File: src/rtl/game_pkg.sv
// Shared constants, ids and payload types for the game drawing pipeline.
package game_pkg;

  localparam int unsigned SCREEN_W     = 160;
  localparam int unsigned SCREEN_H     = 120;
  localparam int unsigned PLAYER_WIDTH = 3;
  localparam int unsigned BULLET_WIDTH = 1;

  localparam int unsigned X_W    = 8;  // screen x address
  localparam int unsigned Y_W    = 7;  // screen y address
  localparam int unsigned SIDE_W = 3;  // sprite side length
  localparam int unsigned COL_W  = 3;  // pixel colour
  localparam int unsigned SX_W   = 9;  // internal x, never wraps past a sprite edge
  localparam int unsigned SY_W   = 8;  // internal y, never wraps past a sprite edge

  typedef enum logic [1:0] {CLR, PLAYER, ENEMY, BULLET} client_e;
  typedef enum logic [1:0] {IDLE, CLEAR, ERASE, DRAW} state_e;

  // Position, size and colour of one sprite box.
  typedef struct packed {
    logic [X_W-1:0]    x;
    logic [Y_W-1:0]    y;
    logic [SIDE_W-1:0] w;
    logic [COL_W-1:0]  colour;
  } sprite_t;

endpackage

File: src/rtl/sprite_renderer_if.sv
// Motion-controller strobes in, frame-buffer write port out.
interface sprite_renderer_if;
  import game_pkg::*;

  logic              load_level;
  logic              player_move;
  logic [X_W-1:0]    player_x;
  logic [Y_W-1:0]    player_y;
  logic              enemy_move;
  logic [X_W-1:0]    enemy_x;
  logic [Y_W-1:0]    enemy_y;
  logic [SIDE_W-1:0] enemy_width;
  logic [COL_W-1:0]  enemy_colour;
  logic              bullet_move;
  logic [X_W-1:0]    bullet_x;
  logic [Y_W-1:0]    bullet_y;
  logic [X_W-1:0]    x;
  logic [Y_W-1:0]    y;
  logic [COL_W-1:0]  colour;
  logic              plot;
  logic              busy;

  modport master (
    output load_level, player_move, player_x, player_y,
           enemy_move, enemy_x, enemy_y, enemy_width, enemy_colour,
           bullet_move, bullet_x, bullet_y,
    input  x, y, colour, plot, busy
  );

  modport slave (
    input  load_level, player_move, player_x, player_y,
           enemy_move, enemy_x, enemy_y, enemy_width, enemy_colour,
           bullet_move, bullet_x, bullet_y,
    output x, y, colour, plot, busy
  );

endinterface

File: src/rtl/box_scanner.sv
// Row-major walk over a w x h box, one pixel per enabled cycle, with screen clipping.
module box_scanner
  import game_pkg::*;
(
  input  logic            clk,
  input  logic            reset,
  input  logic            start,
  input  logic            en,
  input  logic [SX_W-1:0] org_x,
  input  logic [SY_W-1:0] org_y,
  input  logic [SX_W-1:0] side_w,
  input  logic [SY_W-1:0] side_h,
  output logic [X_W-1:0]  x_c,
  output logic [Y_W-1:0]  y_c,
  output logic            in_bounds_c,
  output logic            done_c
);

  logic [SX_W-1:0] ox_q;
  logic [SY_W-1:0] oy_q;
  logic [SX_W-1:0] sum_x;
  logic [SY_W-1:0] sum_y;
  logic            last_col;
  logic            last_row;

  assign sum_x       = org_x + ox_q;
  assign sum_y       = org_y + oy_q;
  assign x_c         = X_W'(sum_x);
  assign y_c         = Y_W'(sum_y);
  assign in_bounds_c = (sum_x < SX_W'(SCREEN_W)) && (sum_y < SY_W'(SCREEN_H));
  assign last_col    = (ox_q == side_w - SX_W'(1));
  assign last_row    = (oy_q == side_h - SY_W'(1));
  assign done_c      = last_col && last_row;

  // Offset counters; wrap to the origin after the last pixel.
  always_ff @(posedge clk) begin
    if (reset || start) begin
      ox_q <= '0;
      oy_q <= '0;
    end else if (en) begin
      if (last_col) begin
        ox_q <= '0;
        oy_q <= last_row ? '0 : oy_q + SY_W'(1);
      end else begin
        ox_q <= ox_q + SX_W'(1);
      end
    end
  end

endmodule

File: src/rtl/sprite_renderer.sv
// Erases and redraws sprite boxes and clears the screen through the frame-buffer write port.
module sprite_renderer
  import game_pkg::*;
#(
  parameter logic [COL_W-1:0] PLAYER_COLOUR = 3'b010,
  parameter logic [COL_W-1:0] BULLET_COLOUR = 3'b110,
  parameter logic [COL_W-1:0] BG_COLOUR     = 3'b000
) (
  input  logic             clk,
  input  logic             reset,
  sprite_renderer_if.slave bus
);

  state_e            state_q, state_d;
  logic [3:0]        pend_q, pend_d, pend_clr;
  logic [3:0]        drawn_q;
  logic [X_W-1:0]    last_x_q [4];
  logic [Y_W-1:0]    last_y_q [4];
  logic [SIDE_W-1:0] last_w_q [4];
  sprite_t           snap_q, cur;
  client_e           snap_id_q, gnt_id, commit_id;
  logic              gnt_valid, snap_ld, commit, commit_cur, clear_done, scan_start;

  logic [SX_W-1:0]   box_x, box_w;
  logic [SY_W-1:0]   box_y, box_h;
  logic [X_W-1:0]    sc_x;
  logic [Y_W-1:0]    sc_y;
  logic              sc_inb, sc_done, scan_en;

  logic [X_W-1:0]    x_q, x_d;
  logic [Y_W-1:0]    y_q, y_d;
  logic [COL_W-1:0]  colour_q, colour_d;
  logic              plot_q, plot_d, busy_q, busy_d;

  assign bus.x      = x_q;
  assign bus.y      = y_q;
  assign bus.colour = colour_q;
  assign bus.plot   = plot_q;
  assign bus.busy   = busy_q;

  // Fixed-priority arbiter: clear > player > enemy > bullet.
  always_comb begin
    gnt_valid = 1'b1;
    gnt_id    = CLR;
    if      (pend_q[CLR])    gnt_id = CLR;
    else if (pend_q[PLAYER]) gnt_id = PLAYER;
    else if (pend_q[ENEMY])  gnt_id = ENEMY;
    else if (pend_q[BULLET]) gnt_id = BULLET;
    else                     gnt_valid = 1'b0;
  end

  // Live box of the client being granted.
  always_comb begin
    cur = '0;
    case (gnt_id)
      PLAYER: begin
        cur.x      = bus.player_x;
        cur.y      = bus.player_y;
        cur.w      = SIDE_W'(PLAYER_WIDTH);
        cur.colour = PLAYER_COLOUR;
      end
      ENEMY: begin
        cur.x      = bus.enemy_x;
        cur.y      = bus.enemy_y;
        cur.w      = bus.enemy_width;
        cur.colour = bus.enemy_colour;
      end
      BULLET: begin
        cur.x      = bus.bullet_x;
        cur.y      = bus.bullet_y;
        cur.w      = SIDE_W'(BULLET_WIDTH);
        cur.colour = BULLET_COLOUR;
      end
      default: ;
    endcase
  end

  // Box handed to the scanner for the current state.
  always_comb begin
    box_x = '0;
    box_y = '0;
    box_w = '0;
    box_h = '0;
    case (state_q)
      CLEAR: begin
        box_w = SX_W'(SCREEN_W);
        box_h = SY_W'(SCREEN_H);
      end
      ERASE: begin
        box_x = SX_W'(last_x_q[snap_id_q]);
        box_y = SY_W'(last_y_q[snap_id_q]);
        box_w = SX_W'(last_w_q[snap_id_q]);
        box_h = SY_W'(last_w_q[snap_id_q]);
      end
      DRAW: begin
        box_x = SX_W'(snap_q.x);
        box_y = SY_W'(snap_q.y);
        box_w = SX_W'(snap_q.w);
        box_h = SY_W'(snap_q.w);
      end
      default: ;
    endcase
  end

  assign scan_en = (state_q != IDLE);

  box_scanner u_scan (
    .clk         (clk),
    .reset       (reset),
    .start       (scan_start),
    .en          (scan_en),
    .org_x       (box_x),
    .org_y       (box_y),
    .side_w      (box_w),
    .side_h      (box_h),
    .x_c         (sc_x),
    .y_c         (sc_y),
    .in_bounds_c (sc_inb),
    .done_c      (sc_done)
  );

  // Next state, datapath strobes and next pixel outputs. Empty boxes are skipped.
  always_comb begin
    state_d    = state_q;
    pend_clr   = '0;
    scan_start = 1'b0;
    snap_ld    = 1'b0;
    commit     = 1'b0;
    commit_cur = 1'b0;
    commit_id  = snap_id_q;
    clear_done = 1'b0;
    x_d        = x_q;
    y_d        = y_q;
    colour_d   = colour_q;
    plot_d     = 1'b0;
    unique case (state_q)
      IDLE: begin
        if (gnt_valid) begin
          pend_clr[gnt_id] = 1'b1;
          if (gnt_id == CLR) begin
            state_d    = CLEAR;
            scan_start = 1'b1;
          end else begin
            snap_ld = 1'b1;
            if (drawn_q[gnt_id] && (last_w_q[gnt_id] != '0)) begin
              state_d    = ERASE;
              scan_start = 1'b1;
            end else if (cur.w != '0) begin
              state_d    = DRAW;
              scan_start = 1'b1;
            end else begin
              commit     = 1'b1;
              commit_cur = 1'b1;
              commit_id  = gnt_id;
            end
          end
        end
      end
      CLEAR: begin
        x_d      = sc_x;
        y_d      = sc_y;
        colour_d = BG_COLOUR;
        plot_d   = sc_inb;
        if (sc_done) begin
          state_d    = IDLE;
          clear_done = 1'b1;
        end
      end
      ERASE: begin
        x_d      = sc_x;
        y_d      = sc_y;
        colour_d = BG_COLOUR;
        plot_d   = sc_inb;
        if (sc_done) begin
          if (snap_q.w != '0) begin
            state_d    = DRAW;
            scan_start = 1'b1;
          end else begin
            state_d = IDLE;
            commit  = 1'b1;
          end
        end
      end
      DRAW: begin
        x_d      = sc_x;
        y_d      = sc_y;
        colour_d = snap_q.colour;
        plot_d   = sc_inb;
        if (sc_done) begin
          state_d = IDLE;
          commit  = 1'b1;
        end
      end
      default: state_d = IDLE;
    endcase
    busy_d = (state_d != IDLE) || plot_d;
  end

  // Sticky request flags: grant clears, a coincident strobe wins.
  always_comb begin
    pend_d = pend_q & ~pend_clr;
    if (clear_done) begin
      pend_d[PLAYER] = 1'b1;
      pend_d[ENEMY]  = 1'b1;
      pend_d[BULLET] = 1'b1;
    end
    if (bus.load_level)  pend_d[CLR]    = 1'b1;
    if (bus.player_move) pend_d[PLAYER] = 1'b1;
    if (bus.enemy_move)  pend_d[ENEMY]  = 1'b1;
    if (bus.bullet_move) pend_d[BULLET] = 1'b1;
  end

  // State register and registered pixel port.
  always_ff @(posedge clk) begin
    if (reset) begin
      state_q  <= IDLE;
      x_q      <= '0;
      y_q      <= '0;
      colour_q <= '0;
      plot_q   <= 1'b0;
      busy_q   <= 1'b0;
    end else begin
      state_q  <= state_d;
      x_q      <= x_d;
      y_q      <= y_d;
      colour_q <= colour_d;
      plot_q   <= plot_d;
      busy_q   <= busy_d;
    end
  end

  // Pending flags, grant snapshot and last-drawn bookkeeping.
  always_ff @(posedge clk) begin
    if (reset) begin
      pend_q      <= '0;
      pend_q[CLR] <= 1'b1;
      drawn_q     <= '0;
      snap_q      <= '0;
      snap_id_q   <= CLR;
      for (int i = 0; i < 4; i++) begin
        last_x_q[i] <= '0;
        last_y_q[i] <= '0;
        last_w_q[i] <= '0;
      end
    end else begin
      pend_q <= pend_d;
      if (snap_ld) begin
        snap_q    <= cur;
        snap_id_q <= gnt_id;
      end
      if (clear_done) begin
        drawn_q <= '0;
        for (int i = 0; i < 4; i++) begin
          last_x_q[i] <= '0;
          last_y_q[i] <= '0;
          last_w_q[i] <= '0;
        end
      end else if (commit) begin
        last_x_q[commit_id] <= commit_cur ? cur.x : snap_q.x;
        last_y_q[commit_id] <= commit_cur ? cur.y : snap_q.y;
        last_w_q[commit_id] <= commit_cur ? cur.w : snap_q.w;
        drawn_q[commit_id]  <= 1'b1;
      end
    end
  end

endmodule

File: src/flat_wrapper.sv
// flat-port wrapper written by rule: the top's interface ports become plain ports
module sprite_renderer_flat import game_pkg::*;
#(
  parameter logic [COL_W-1:0] PLAYER_COLOUR = 3'b010,
  parameter logic [COL_W-1:0] BULLET_COLOUR = 3'b110,
  parameter logic [COL_W-1:0] BG_COLOUR     = 3'b000
)
  (clk, reset, bus_load_level, bus_player_move, bus_player_x, bus_player_y, bus_enemy_move, bus_enemy_x, bus_enemy_y, bus_enemy_width, bus_enemy_colour, bus_bullet_move, bus_bullet_x, bus_bullet_y, bus_x, bus_y, bus_colour, bus_plot, bus_busy);
  sprite_renderer_if bus_i ();
  input  logic clk;
  input  logic reset;
  input wire logic [$bits(bus_i.load_level)-1:0] bus_load_level;
  input wire logic [$bits(bus_i.player_move)-1:0] bus_player_move;
  input wire logic [$bits(bus_i.player_x)-1:0] bus_player_x;
  input wire logic [$bits(bus_i.player_y)-1:0] bus_player_y;
  input wire logic [$bits(bus_i.enemy_move)-1:0] bus_enemy_move;
  input wire logic [$bits(bus_i.enemy_x)-1:0] bus_enemy_x;
  input wire logic [$bits(bus_i.enemy_y)-1:0] bus_enemy_y;
  input wire logic [$bits(bus_i.enemy_width)-1:0] bus_enemy_width;
  input wire logic [$bits(bus_i.enemy_colour)-1:0] bus_enemy_colour;
  input wire logic [$bits(bus_i.bullet_move)-1:0] bus_bullet_move;
  input wire logic [$bits(bus_i.bullet_x)-1:0] bus_bullet_x;
  input wire logic [$bits(bus_i.bullet_y)-1:0] bus_bullet_y;
  output wire logic [$bits(bus_i.x)-1:0] bus_x;
  output wire logic [$bits(bus_i.y)-1:0] bus_y;
  output wire logic [$bits(bus_i.colour)-1:0] bus_colour;
  output wire logic [$bits(bus_i.plot)-1:0] bus_plot;
  output wire logic [$bits(bus_i.busy)-1:0] bus_busy;
  assign bus_i.load_level = bus_load_level;
  assign bus_i.player_move = bus_player_move;
  assign bus_i.player_x = bus_player_x;
  assign bus_i.player_y = bus_player_y;
  assign bus_i.enemy_move = bus_enemy_move;
  assign bus_i.enemy_x = bus_enemy_x;
  assign bus_i.enemy_y = bus_enemy_y;
  assign bus_i.enemy_width = bus_enemy_width;
  assign bus_i.enemy_colour = bus_enemy_colour;
  assign bus_i.bullet_move = bus_bullet_move;
  assign bus_i.bullet_x = bus_bullet_x;
  assign bus_i.bullet_y = bus_bullet_y;
  assign bus_x = bus_i.x;
  assign bus_y = bus_i.y;
  assign bus_colour = bus_i.colour;
  assign bus_plot = bus_i.plot;
  assign bus_busy = bus_i.busy;
  sprite_renderer #(.PLAYER_COLOUR(PLAYER_COLOUR), .BULLET_COLOUR(BULLET_COLOUR), .BG_COLOUR(BG_COLOUR)) u_core (.clk(clk), .reset(reset), .bus(bus_i));
endmodule
File: config.mk
export PLATFORM = sky130hd
export DESIGN_NAME = sprite_renderer_flat
export DESIGN_NICKNAME = d
export VERILOG_FILES = /design/src/rtl/game_pkg.sv /design/src/rtl/sprite_renderer_if.sv /design/src/rtl/box_scanner.sv /design/src/rtl/sprite_renderer.sv /design/src/flat_wrapper.sv
export SDC_FILE = /design/constraint.sdc
export NUM_CORES = 1
export LEC_CHECK = 0
export ABC_CLOCK_PERIOD_IN_PS = 11600
export BUFFER_PORTS_ARGS = -buffer_cell sky130_fd_sc_hd__buf_2
export CORE_ASPECT_RATIO = 0.6
export CORE_MARGIN = 2
export CORE_UTILIZATION = 30
export CTS_CLUSTER_SIZE = 14
export DETAILED_ROUTE_END_ITERATION = 10
export PLACE_DENSITY_LB_ADDON = 0.3
export SKIP_CTS_REPAIR_TIMING = 1
export SLEW_MARGIN = 10
export SYNTH_ARGS = -nofsm -noshare
export SYNTH_HDL_FRONTEND = slang
export SYNTH_HIERARCHICAL = 1
export SYNTH_SLANG_ARGS = --single-unit
File: constraint.sdc
create_clock -name clk -period 11.6 [get_ports clk]
set_clock_uncertainty 0.05 [all_clocks]
set_input_delay 0 -clock clk [delete_from_list [all_inputs] [get_ports clk]]
set_output_delay 0 -clock clk [all_outputs]
set_load 0.1 [all_outputs]
==> impl_results.md <==
- DRC Markers: 0
- Cell Int Power: 1.01 mW
- Number of synthesized register bits: 144
- Proportion of power drawn by the clock network: 47.4%
- Floorplan row count: 45
- Maximum number of buffers from clock root to sink: 2
- Worst hold-check slack: -56.9 ps
- Most common library cells after synthesis: dfxtp_1 (72), edfxtp_1 (72), nand2_1 (72), and2_1 (59), nor2_1 (55)
- DR vias/cell: 4.91
- Final-report setup violation count: 0
- Clock period minus final worst setup slack: 5040 ps
- Combinational share of power: 9.8%
- Unrepaired setup endpoints after global routing: no
- Violations in the final reports: hold timing
- Die Outline Area: 27,600 µm²
- Initial standard-cell utilization of the core: 30.8%
- Highest ir drop seen on vdd: 0.0719 mV
- Number of buffers inserted during clock tree synthesis: 17
- Switching power: 0.315 mW
- Post-synth top area share: 27.4%
- Post-synthesis mux area share: 7.95%
- Post-layout util: 37.8%
- Seq pwr share: 42.8%
- H-tree levels: 4
- Cell type contributing the most total cell area after synthesis: edfxtp_1
- Final WL: 21,900 µm
- Status: finished, violations left
- Maximum net fanout on the critical path: 18
- Number of flops mapped to enable cells by yosys: 72
- Async set or reset register ratio after synthesis: 0%
- Count of synthesis-stage warnings from yosys: 6
- Count of antenna-violating nets left after detailed routing: 0
- Via count: 6,089
- Leading cell types by total area after synthesis: edfxtp_1 (27%), dfxtp_1 (18%), mux4_2 (5.1%), and2_1 (4.7%), nand2_1 (3.4%)
- Worst min-delay path category: primary input to register
- Router iterations before antenna repair: 5
- Aggregate negative setup slack: 0 ps
- Antenna diodes: 0
- Avg WL per Cell: 17.6 µm
- Max cap viols: 0
- Pins Over Slew Limit: 0
- Sequential area share after synthesis: 45.7%
- Cell area after technology mapping: 7880 µm²
- Slew Limit Headroom: 32.0%
- Post-Synthesis Mean Instance Area: 10.4 µm²
- Start-to-end type of the worst setup path: register to register
- Worst skew pair latency: 430 ps
- Clk sinks: 144
- Simple-Gate Fraction of Synth Area: 21.0%
- Worst setup SP type: register
- Number of global-route vias before repair: 5,548
- Maximum frequency from static timing analysis: 0.199 GHz
- Die Width: 213 µm
- Net switching share of the total power: 23.7%
- Weighted congestion reported at the end of routability-driven placement: 0.817
- Leak Pwr: 3.61 nW
- Area of the core: 25,600 µm²
- Synthesized-area fraction occupied by adder cells: 3.52%
- Antenna violations before repair: 0
- Synthesized-area fraction occupied by ao, oa, aoi and oai cells: 13.6%
- Overall die height: 130 µm
- Total I/O pin count: 77
- Flip-flop cell with the highest count after synthesis: edfxtp_1
- Synth Instances: 761
- Share of layout cells above drive strength 1: 17.8%
- Total routing resource utilization after global routing: 16.2%
- Net count reported at finish: 953
- Number of failing hold endpoints at the final stage: 15
- Arrival time of the worst setup path: 5040 ps
- Clock-pin slew reported for the worst setup and hold paths after clock tree synthesis: 60 ps
- Layout overhead on the synthesized area: 22.7%
- Count of different cell masters after synthesis: 77
- Synthesized-area fraction occupied by xor and xnor cells: 4.78%
- Capturing element type of the critical path: register
- Worst-margin pin slew: 1020 ps
- Dominant combinational cell family by area after synthesis: simple AND/OR/NAND/NOR gates
- Fillcell total: 2,590
- Power density over cell area: 137 nW/µm²
- DRC violation total after the first TritonRoute iteration: 559
- Req. time, crit path: 11,600 ps
- Final HPWL from detailed placement: 15,000 µm
- Number of buffers inserted by port buffering: 76
- Maximum number of pins on one net before global-route repair: 56
- Register-to-register setup slack: 6560 ps
- CTS tree: done
- CTS Root Cell: clkbuf_16
- First-pass GRT wire length: 33,100 µm
- Final worst-path cycle share: 43.4%
- Remaining Overflow, GRT: 0
[registers in the layout, summed over array words and instances, names as in the netlist, 3 cells and up, named ones only]
| signal | count |
|---|---|
| u_core/last_w_q | 12 |
| u_core/u_scan/oy_q | 8 |
| u_core/drawn_q | 4 |
| u_core/last_y_q | 28 |
| u_core/u_scan/ox_q | 9 |
| u_core/pend_q | 4 |
| u_core/last_x_q | 32 |
| u_core/bus.colour | 3 |
| u_core/bus.y | 7 |
| u_core/snap_q | 21 |
| u_core/bus.x | 8 |
[metal layers]
metal / vias to the layer above / wire length (µm) / share of wire, % / global-route usage, %
met1: 2903 / 11900 / 55 / 26.1
met3: 9 / 1490 / 6.8 / 4.58
li1: 2998 / - / - / -
met4: 0 / 114 / 0.52 / 3.47
met5: - / 0 / 0 / 0
met2: 179 / 8340 / 38 / 20.6
[power groups by stage]
stage               Sequential [mW]  Combinational, mW  Clock, mW
CTS                           0.567              0.121      0.641
global placement              0.578              0.120          0
detailed placement            0.578              0.121          0
finish                        0.568              0.130      0.629
floorplan                     0.574             0.0829          0
global route                  0.570              0.141      0.665
[through the flow]
step	instance area (µm²)	power [mW]	cells	setup WS, ps
finish	9670	1.33	1240	6560
global route	9670	1.38	1240	6180
CTS	9330	1.33	1206	6590
detailed placement	8650	0.698	1174	6630
global placement	8650	0.698	1174	6750
floorplan	7930	0.657	775	6240
[logic make-up (layout without fill, tap and decap cells)]
family	count (synthesis)	after routing
AOI/OAI and AO/OA	158	158
xor gates and xnor gates	43	43
adders and majority gates	21	21
buffers and inverters	58	171
DFF	144	144
muxes	40	40
other	1	15
and+or+nand+nor	296	296
[layout by cell type, fill, tap and decap left out, drive strengths merged, types with 3 or more instances in the layout]
cell type / count
a211o: 3
a211oi: 18
a21o: 5
a21oi: 50
a222oi: 14
a22o: 3
a31oi: 3
and2: 59
and3: 11
buf: 87
bufinv: 6
clkbuf: 19
clkinv: 5
conb: 15
dfxtp: 72
dlygate4sd3: 34
edfxtp: 72
ha: 19
inv: 20
mux2i: 21
mux4: 18
nand2: 72
nand2b: 4
nand3: 12
nand3b: 4
nand4: 4
nand4b: 3
nor2: 58
nor2b: 28
nor3: 16
nor3b: 3
nor4: 4
o21a: 3
o21ai: 35
o31ai: 3
or2: 4
or3: 6
or3b: 5
xnor2: 23
xor2: 20
[worst paths after layout]
path	start	to	cells past startpoint
hold reg to reg	u_core/bus.x[1]$_SDFFE_PP0N_	u_core/bus.x[1]$_SDFFE_PP0N_	2
setup reg to reg	register	u_core/last_x_q[2][0]$_SDFFCE_PN0P_	14
setup / recovery	register	u_core/last_x_q[2][0]$_SDFFCE_PN0P_	14
hold / removal	bus_enemy_y[4]	u_core/snap_q[10]$_SDFFE_PP0P_	3
[critical path, cell delays in order (launching register included)]
cell and delay (ps):
dfxtp_1 310, buf_4 310, mux4_2 540, mux2i_1 150, nor2b_1 170, inv_1 100
ha_1 230, nand2_1 80, or4_4 440, a2111oi_4 640, and3_2 350, and2_1 300
nor2_2 140, o31ai_1 120, a21o_1 720
[area by class of cell]
cell class	instances	area, µm²	area share [%]
well taps	352	440	4.55
flip-flops and latches	144	3600	37.3
clock inverters	13	231	2.39
multi-input cells	573	4080	42.2
clock buffers	19	443	4.58
repair buffers	121	803	8.31
inverters	18	67.6	0.699
(Power assumes the default switching activity.)
